$ cat src/rtl/load_store_unit_if.sv
// Memory-side bus between the load/store unit and the data memory.
// The LSU is the master: it raises bus_req with a word-aligned address,
// byte enables and write data, and the memory answers with bus_ack and,
// for reads, bus_rdata.
interface load_store_unit_if;
    logic        bus_req;
    logic        bus_we;
    logic [31:0] bus_addr;
    logic [3:0]  bus_be;
    logic [31:0] bus_wdata;
    logic        bus_ack;
    logic [31:0] bus_rdata;

    modport master (
        output bus_req, bus_we, bus_addr, bus_be, bus_wdata,
        input  bus_ack, bus_rdata
    );

    modport slave (
        input  bus_req, bus_we, bus_addr, bus_be, bus_wdata,
        output bus_ack, bus_rdata
    );
endinterface

$ cat src/rtl/load_store_unit.sv
// Load/store unit: turns the control unit's byte/half/word load and store
// requests into single word-aligned bus transactions, stalls the pipeline
// while the transaction is outstanding, and returns the extended load data.
// Optional feature macro: MISALIGN_TRAP_EN. When defined, misaligned half and
// word accesses are rejected with a misalign pulse instead of being issued
// with their low address bits forced to zero.
module load_store_unit #(
    parameter int TIMEOUT_CYCLES = 64
) (
    input  logic                     clk,
    input  logic                     rst_n,
    input  logic [1:0]               mem_read,
    input  logic [1:0]               mem_write,
    input  logic                     load_unsigned,
    input  logic [31:0]              addr,
    input  logic [31:0]              wdata,
    output logic [31:0]              rdata,
    output logic                     stall,
    output logic                     bus_err,
    output logic                     misalign,
    load_store_unit_if.master        bus
);

    typedef enum logic [1:0] {
        IDLE = 2'd0,
        REQ  = 2'd1,
        DONE = 2'd2
    } state_t;

    localparam logic [7:0] LAST_CNT = 8'(TIMEOUT_CYCLES - 1);

    state_t      state;
    logic [7:0]  timeout_cnt;
    logic [1:0]  lat_size;
    logic [1:0]  lat_off;
    logic        lat_unsigned;

    logic        is_write;
    logic [1:0]  op_size;
    logic        op_valid;
    logic        misalign_trap;
    logic [1:0]  eff_off;
    logic [3:0]  be_next;
    logic [31:0] wdata_next;
    logic [31:0] lane;
    logic [31:0] load_value;

    // Decode the request: stores win over loads, and the byte offset inside
    // the word is forced to the natural alignment of the access size.
    always_comb begin
        is_write = (mem_write != 2'b00);
        op_size  = is_write ? mem_write : mem_read;
        op_valid = (op_size != 2'b00);
        case (op_size)
            2'b01:   eff_off = addr[1:0];
            2'b10:   eff_off = {addr[1], 1'b0};
            default: eff_off = 2'b00;
        endcase
`ifdef MISALIGN_TRAP_EN
        misalign_trap = ((op_size == 2'b10) && addr[0]) ||
                        ((op_size == 2'b11) && (addr[1:0] != 2'b00));
`else
        misalign_trap = 1'b0;
`endif
    end

    // Byte enables and lane-replicated store data for the access being accepted.
    always_comb begin
        case (op_size)
            2'b01: begin
                be_next    = 4'b0001 << eff_off;
                wdata_next = {4{wdata[7:0]}};
            end
            2'b10: begin
                be_next    = eff_off[1] ? 4'b1100 : 4'b0011;
                wdata_next = {2{wdata[15:0]}};
            end
            default: begin
                be_next    = 4'b1111;
                wdata_next = wdata;
            end
        endcase
    end

    // Pick the addressed lane out of the returned word and sign/zero extend it.
    always_comb begin
        lane       = bus.bus_rdata >> {lat_off, 3'b000};
        load_value = lane;
        case (lat_size)
            2'b01:   load_value = {{24{~lat_unsigned & lane[7]}}, lane[7:0]};
            2'b10:   load_value = {{16{~lat_unsigned & lane[15]}}, lane[15:0]};
            default: load_value = lane;
        endcase
    end

    // Pipeline handshake: freeze the CPU while accepting or waiting on the bus;
    // a trapped access is reported instead and lets the CPU move on.
    always_comb begin
        misalign = rst_n && (state == IDLE) && misalign_trap;
        stall    = rst_n && (((state == IDLE) && op_valid && !misalign_trap) ||
                             (state == REQ));
    end

    // Transaction sequencer: accept in IDLE, hold the request until ack or
    // timeout, then spend one DONE cycle presenting the result.
    always_ff @(posedge clk or negedge rst_n) begin
        if (!rst_n) begin
            state         <= IDLE;
            timeout_cnt   <= 8'd0;
            lat_size      <= 2'b00;
            lat_off       <= 2'b00;
            lat_unsigned  <= 1'b0;
            rdata         <= 32'd0;
            bus_err       <= 1'b0;
            bus.bus_req   <= 1'b0;
            bus.bus_we    <= 1'b0;
            bus.bus_addr  <= 32'd0;
            bus.bus_be    <= 4'd0;
            bus.bus_wdata <= 32'd0;
        end else begin
            case (state)
                IDLE: begin
                    bus_err <= 1'b0;
                    if (op_valid && !misalign_trap) begin
                        state         <= REQ;
                        timeout_cnt   <= 8'd0;
                        lat_size      <= op_size;
                        lat_off       <= eff_off;
                        lat_unsigned  <= load_unsigned;
                        bus.bus_req   <= 1'b1;
                        bus.bus_we    <= is_write;
                        bus.bus_addr  <= {addr[31:2], 2'b00};
                        bus.bus_be    <= be_next;
                        bus.bus_wdata <= wdata_next;
                    end
                end
                REQ: begin
                    if (bus.bus_ack) begin
                        state       <= DONE;
                        bus.bus_req <= 1'b0;
                        if (!bus.bus_we) begin
                            rdata <= load_value;
                        end
                    end else if (timeout_cnt == LAST_CNT) begin
                        state       <= DONE;
                        bus.bus_req <= 1'b0;
                        rdata       <= 32'd0;
                        bus_err     <= 1'b1;
                    end else begin
                        timeout_cnt <= timeout_cnt + 8'd1;
                    end
                end
                DONE: begin
                    state   <= IDLE;
                    bus_err <= 1'b0;
                end
                default: begin
                    state <= IDLE;
                end
            endcase
        end
    end

endmodule

$ cat src/flat_wrapper.sv
// flat-port wrapper written by rule: the top's interface ports become plain ports
module load_store_unit_flat 
#(
    parameter int TIMEOUT_CYCLES = 64
)
  (clk, rst_n, mem_read, mem_write, load_unsigned, addr, wdata, rdata, stall, bus_err, misalign, bus_bus_req, bus_bus_we, bus_bus_addr, bus_bus_be, bus_bus_wdata, bus_bus_ack, bus_bus_rdata);
  load_store_unit_if bus_i ();
  input  logic clk;
  input  logic rst_n;
  input  logic [1:0] mem_read;
  input  logic [1:0] mem_write;
  input  logic load_unsigned;
  input  logic [31:0] addr;
  input  logic [31:0] wdata;
  output logic [31:0] rdata;
  output logic stall;
  output logic bus_err;
  output logic misalign;
  output wire logic [$bits(bus_i.bus_req)-1:0] bus_bus_req;
  output wire logic [$bits(bus_i.bus_we)-1:0] bus_bus_we;
  output wire logic [$bits(bus_i.bus_addr)-1:0] bus_bus_addr;
  output wire logic [$bits(bus_i.bus_be)-1:0] bus_bus_be;
  output wire logic [$bits(bus_i.bus_wdata)-1:0] bus_bus_wdata;
  input wire logic [$bits(bus_i.bus_ack)-1:0] bus_bus_ack;
  input wire logic [$bits(bus_i.bus_rdata)-1:0] bus_bus_rdata;
  assign bus_bus_req = bus_i.bus_req;
  assign bus_bus_we = bus_i.bus_we;
  assign bus_bus_addr = bus_i.bus_addr;
  assign bus_bus_be = bus_i.bus_be;
  assign bus_bus_wdata = bus_i.bus_wdata;
  assign bus_i.bus_ack = bus_bus_ack;
  assign bus_i.bus_rdata = bus_bus_rdata;
  load_store_unit #(.TIMEOUT_CYCLES(TIMEOUT_CYCLES)) u_core (.clk(clk), .rst_n(rst_n), .mem_read(mem_read), .mem_write(mem_write), .load_unsigned(load_unsigned), .addr(addr), .wdata(wdata), .rdata(rdata), .stall(stall), .bus_err(bus_err), .misalign(misalign), .bus(bus_i));
endmodule
$ cat config.mk
export PLATFORM = sky130hd
export DESIGN_NAME = load_store_unit_flat
export DESIGN_NICKNAME = d
export VERILOG_FILES = /design/src/rtl/load_store_unit_if.sv /design/src/rtl/load_store_unit.sv /design/src/flat_wrapper.sv
export SDC_FILE = /design/constraint.sdc
export NUM_CORES = 1
export LEC_CHECK = 0
export CORE_UTILIZATION = 49
export CTS_BUF_LIST = sky130_fd_sc_hd__clkbuf_8
export DETAILED_ROUTE_END_ITERATION = 8
export PLACE_DENSITY_LB_ADDON = 0.25
export SYNTH_ARGS = -nofsm -noshare
export SYNTH_HDL_FRONTEND = slang
export SYNTH_SLANG_ARGS = --single-unit
$ cat constraint.sdc
create_clock -name clk -period 3.7 [get_ports clk]
set_input_delay 0.37 -clock clk [delete_from_list [all_inputs] [get_ports clk]]
set_output_delay 0.37 -clock clk [all_outputs]
set_load 0.005 [all_outputs]
==> flow_metrics.env <==
export IMPL_die_h_um=107
export IMPL_dieWidth_um=107
export IMPL_drt_pass1_iterations=6
export IMPL_cts_repair_resized=0
export IMPL_area_growth_pct=46.8
export IMPL_dp_hpwl_um=11300
export IMPL_required_ps=3330
export IMPL_synth_cell_types=53
export IMPL_path_clk_slew_ps=70
export IMPL_crit_top_cell="clkdlybuf4s50_1"
export IMPL_cts_sinks=116
export IMPL_via_count=4994
export IMPL_setup_viol=0
export IMPL_viasPerCell=5.49
export IMPL_critPathArrivalTime_ps=2240
export IMPL_yosysTopAreaCellShare_pct=53.5
export IMPL_cts_root_buffer_cell="clkbuf_8"
export IMPL_routed_wl_um=15700
export IMPL_synth_ff_type="dfrtp_1"
export IMPL_cts_tree="yes"
export IMPL_grt_pass1_wl_um=24800
export IMPL_synth_simple_area_share_pct=18.6
export IMPL_worstMarginPinSlew_ps=1010
export IMPL_nNetsFinal=870
export IMPL_min_path_type="primary input to async pin"
export IMPL_slew_headroom_pct=32.4
export IMPL_period_minus_slack_ps=2610
export IMPL_post_drt_wl_per_cell_um=17.2
export IMPL_layout_commonest_cell="clkdlybuf4s50_1"
export IMPL_n_fill_cell=792
export IMPL_cp_end_kind="output port"
export IMPL_rows=38
export IMPL_synth_compound_area_share_pct=17.1
export IMPL_clockBufferDepth=2
export IMPL_ys_warnings_count=0
export IMPL_drv_cap=0
export IMPL_drv_slew=0
export IMPL_synthAdderAreaFrac_pct=1.61
export IMPL_start_kind="primary input"
export IMPL_n_antenna_cell=0
export IMPL_grt_max_degree=79
export IMPL_run_status="complete, no violations"
export IMPL_fmax_mhz=383
export IMPL_synth_xor_area_share_pct=0
export IMPL_fp_coreArea_um2=10800
export IMPL_clock_skew_ps=8.21
export IMPL_grt_use_total_pct=28.1
export IMPL_synth_seq_cells=116
export IMPL_drive_gt1_share_pct=6.49
export IMPL_slowest_delay_ps=480
export IMPL_slowest_stage="clkdlybuf4s50_1"
export IMPL_clk_latency_ps=420
export IMPL_p_leak_uw=0.00349
export IMPL_pwr_density_cell_nw_per_um2=761
export IMPL_antenna_found_initial=0
export IMPL_crit_fanout=5
export IMPL_synth_edf_count=0
export IMPL_crit_start="mem_write[0]"
export IMPL_drtIter0Drc=289
export IMPL_grt_pass1_vias=5031
export IMPL_rsz0062_at_grt="no"
export IMPL_ys_seq_area_share_pct=53.5
export IMPL_async_flop_share_pct=100
export IMPL_ctsHtreeMaxLevel=4
export IMPL_synth_area_leaders="dfrtp_1 54%, nand2_1 11%, a21oi_1 3.3%"
export IMPL_port_buffers=205
export IMPL_multi_input_area_um2=2310
export IMPL_ir_drop_v=0.000416
export IMPL_synth_area_per_cell_um2=9.64
export IMPL_start_util_pct=50.3
export IMPL_gp_congestion=0.820
export IMPL_final_setup_tns_ps=0
export IMPL_layout_area_seq_um2=2900
export IMPL_dieArea_um2=11500
export IMPL_synth_top_family_by_area="simple AND/OR/NAND/NOR gates"
export IMPL_fin_crit_sh_pct=70.5
export IMPL_overflow=0
export IMPL_hold_viol_final=0
export IMPL_yosysTopAreaCell="dfrtp_1"
export IMPL_reg2reg_from="u_core.lat_off[1]"
export IMPL_antenna_left=0
export IMPL_io_pins=209
export IMPL_crit_type="primary input to output port"
export IMPL_crit_chain="clkdlybuf4s50_1, inv_1, a21oi_1, ha_1, nand2b_1, and3_1, clkdlybuf4s50_1"
export IMPL_numCtsBuffers=17
export IMPL_p_total_uw=6060
export IMPL_most_common_layout_cells="204 x clkdlybuf4s50_1, 152 x nand2_1, 116 x dfrtp_1, 42 x nor2_1, 35 x a21oi_1"
export IMPL_syn_cell_area_um2=5430
export IMPL_cts_setup_buffers=0
export IMPL_synthMuxAreaShare_pct=4.77
export IMPL_drc=0
export IMPL_syn_inst=563
## cell type report
class                   instances  share of cell area, %
multi-input cells             397                   29.0
clock inverters                11                   1.73
inverters                      10                  0.471
well taps                     140                   2.20
flip-flops and latches        116                   36.4
repair buffers                217                   26.9
clock buffers                  19                   3.28
## stage by stage
stage | utilization [%] | area, um^2 | hold WS, ps | setup slack (ps) | instances
floorplan | - | 5430 | 74.4 | 1710 | 565
global placement | 70.0 | 7550 | 364 | 970 | 879
detailed placement | 70.0 | 7550 | 379 | 839 | 879
CTS | 73.8 | 7960 | 463 | 1080 | 910
global route | 73.8 | 7960 | 463 | 936 | 910
finish | 73.8 | 7960 | 457 | 1090 | 910
## Yosys cell counts (2+ instances only)
master,n
a21oi_1,36
a221o_1,15
a221oi_1,8
a22o_1,16
a31oi_1,6
and2_1,2
and3_1,2
buf_1,5
buf_2,10
buf_4,3
clkbuf_1,21
dfrtp_1,116
ha_1,7
inv_1,9
mux2_1,7
mux2i_1,18
nand2_1,152
nand2b_1,2
nand3_1,4
nand3b_1,8
nor2_1,42
nor2b_1,4
nor3_1,4
o211ai_1,3
o21ai_0,19
o21ai_1,7
o2bb2ai_1,8
o31ai_1,4
## sequential cells by signal (all words and copies together), names as in the netlist
| register | cells |
|---|---|
| u_core.bus.bus_be | 4 |
| u_core.bus.bus_addr | 30 |
| u_core.bus.bus_req | 1 |
| u_core.bus_err | 1 |
| u_core.lat_size | 2 |
| u_core.lat_unsigned | 1 |
| u_core.rdata | 32 |
| u_core.lat_off | 2 |
| u_core.timeout_cnt | 8 |
| u_core.bus.bus_wdata | 32 |
| u_core.state | 2 |
| u_core.bus.bus_we | 1 |
## metal layers
layer  routed length (um)  GRT usage (%)
met1                 6250           33.3
met2                 7900           49.3
met3                 1190           7.29
met4                  327           9.98
met5                    0              0
## logic make-up after synthesis
family	after synthesis
buffers and inverters	52
multiplexers	25
AO/OA/AOI/OAI	130
AND/OR/NAND/NOR	232
adder cells (fa/ha/maj)	7
flip-flops	116
other	1
## timing repair
| item | in CTS | in global routing |
|---|---|---|
| endpoints found under the hold margin | 38 | 0 |
| hold buffers | 1 | 0 |
| endpoints found under the setup margin | 0 | 0 |
## final timing paths
check / slack [ps] / endpoint / depth (start not counted)
max: 1090 / stall / 7
min reg2reg: 470 / u_core.bus.bus_wdata[2] / 2
max reg2reg: 1330 / u_core.rdata[29] / 4
max in group asynchronous: 1890 / u_core.bus.bus_be[2] / 3
min in group clk: 470 / u_core.bus.bus_wdata[2] / 2
min: 460 / u_core.rdata[21] / 2
## power by group
group	internal, uW	switching (uW)	leakage [uW]	total (uW)
clock	686	495	0.000198	1180
combinational	1490	1160	0.00186	2650
sequential	1830	397	0.00143	2220
## critical path, delay by kind of cell
family | cells | cell delay [ps]
and+or+nand+nor | 2 | 280
AOI/OAI and AO/OA | 1 | 310
buffers and inverters | 3 | 990
adders and majority gates | 1 | 300
No activity file was read; power rests on OpenSTA's default activity.
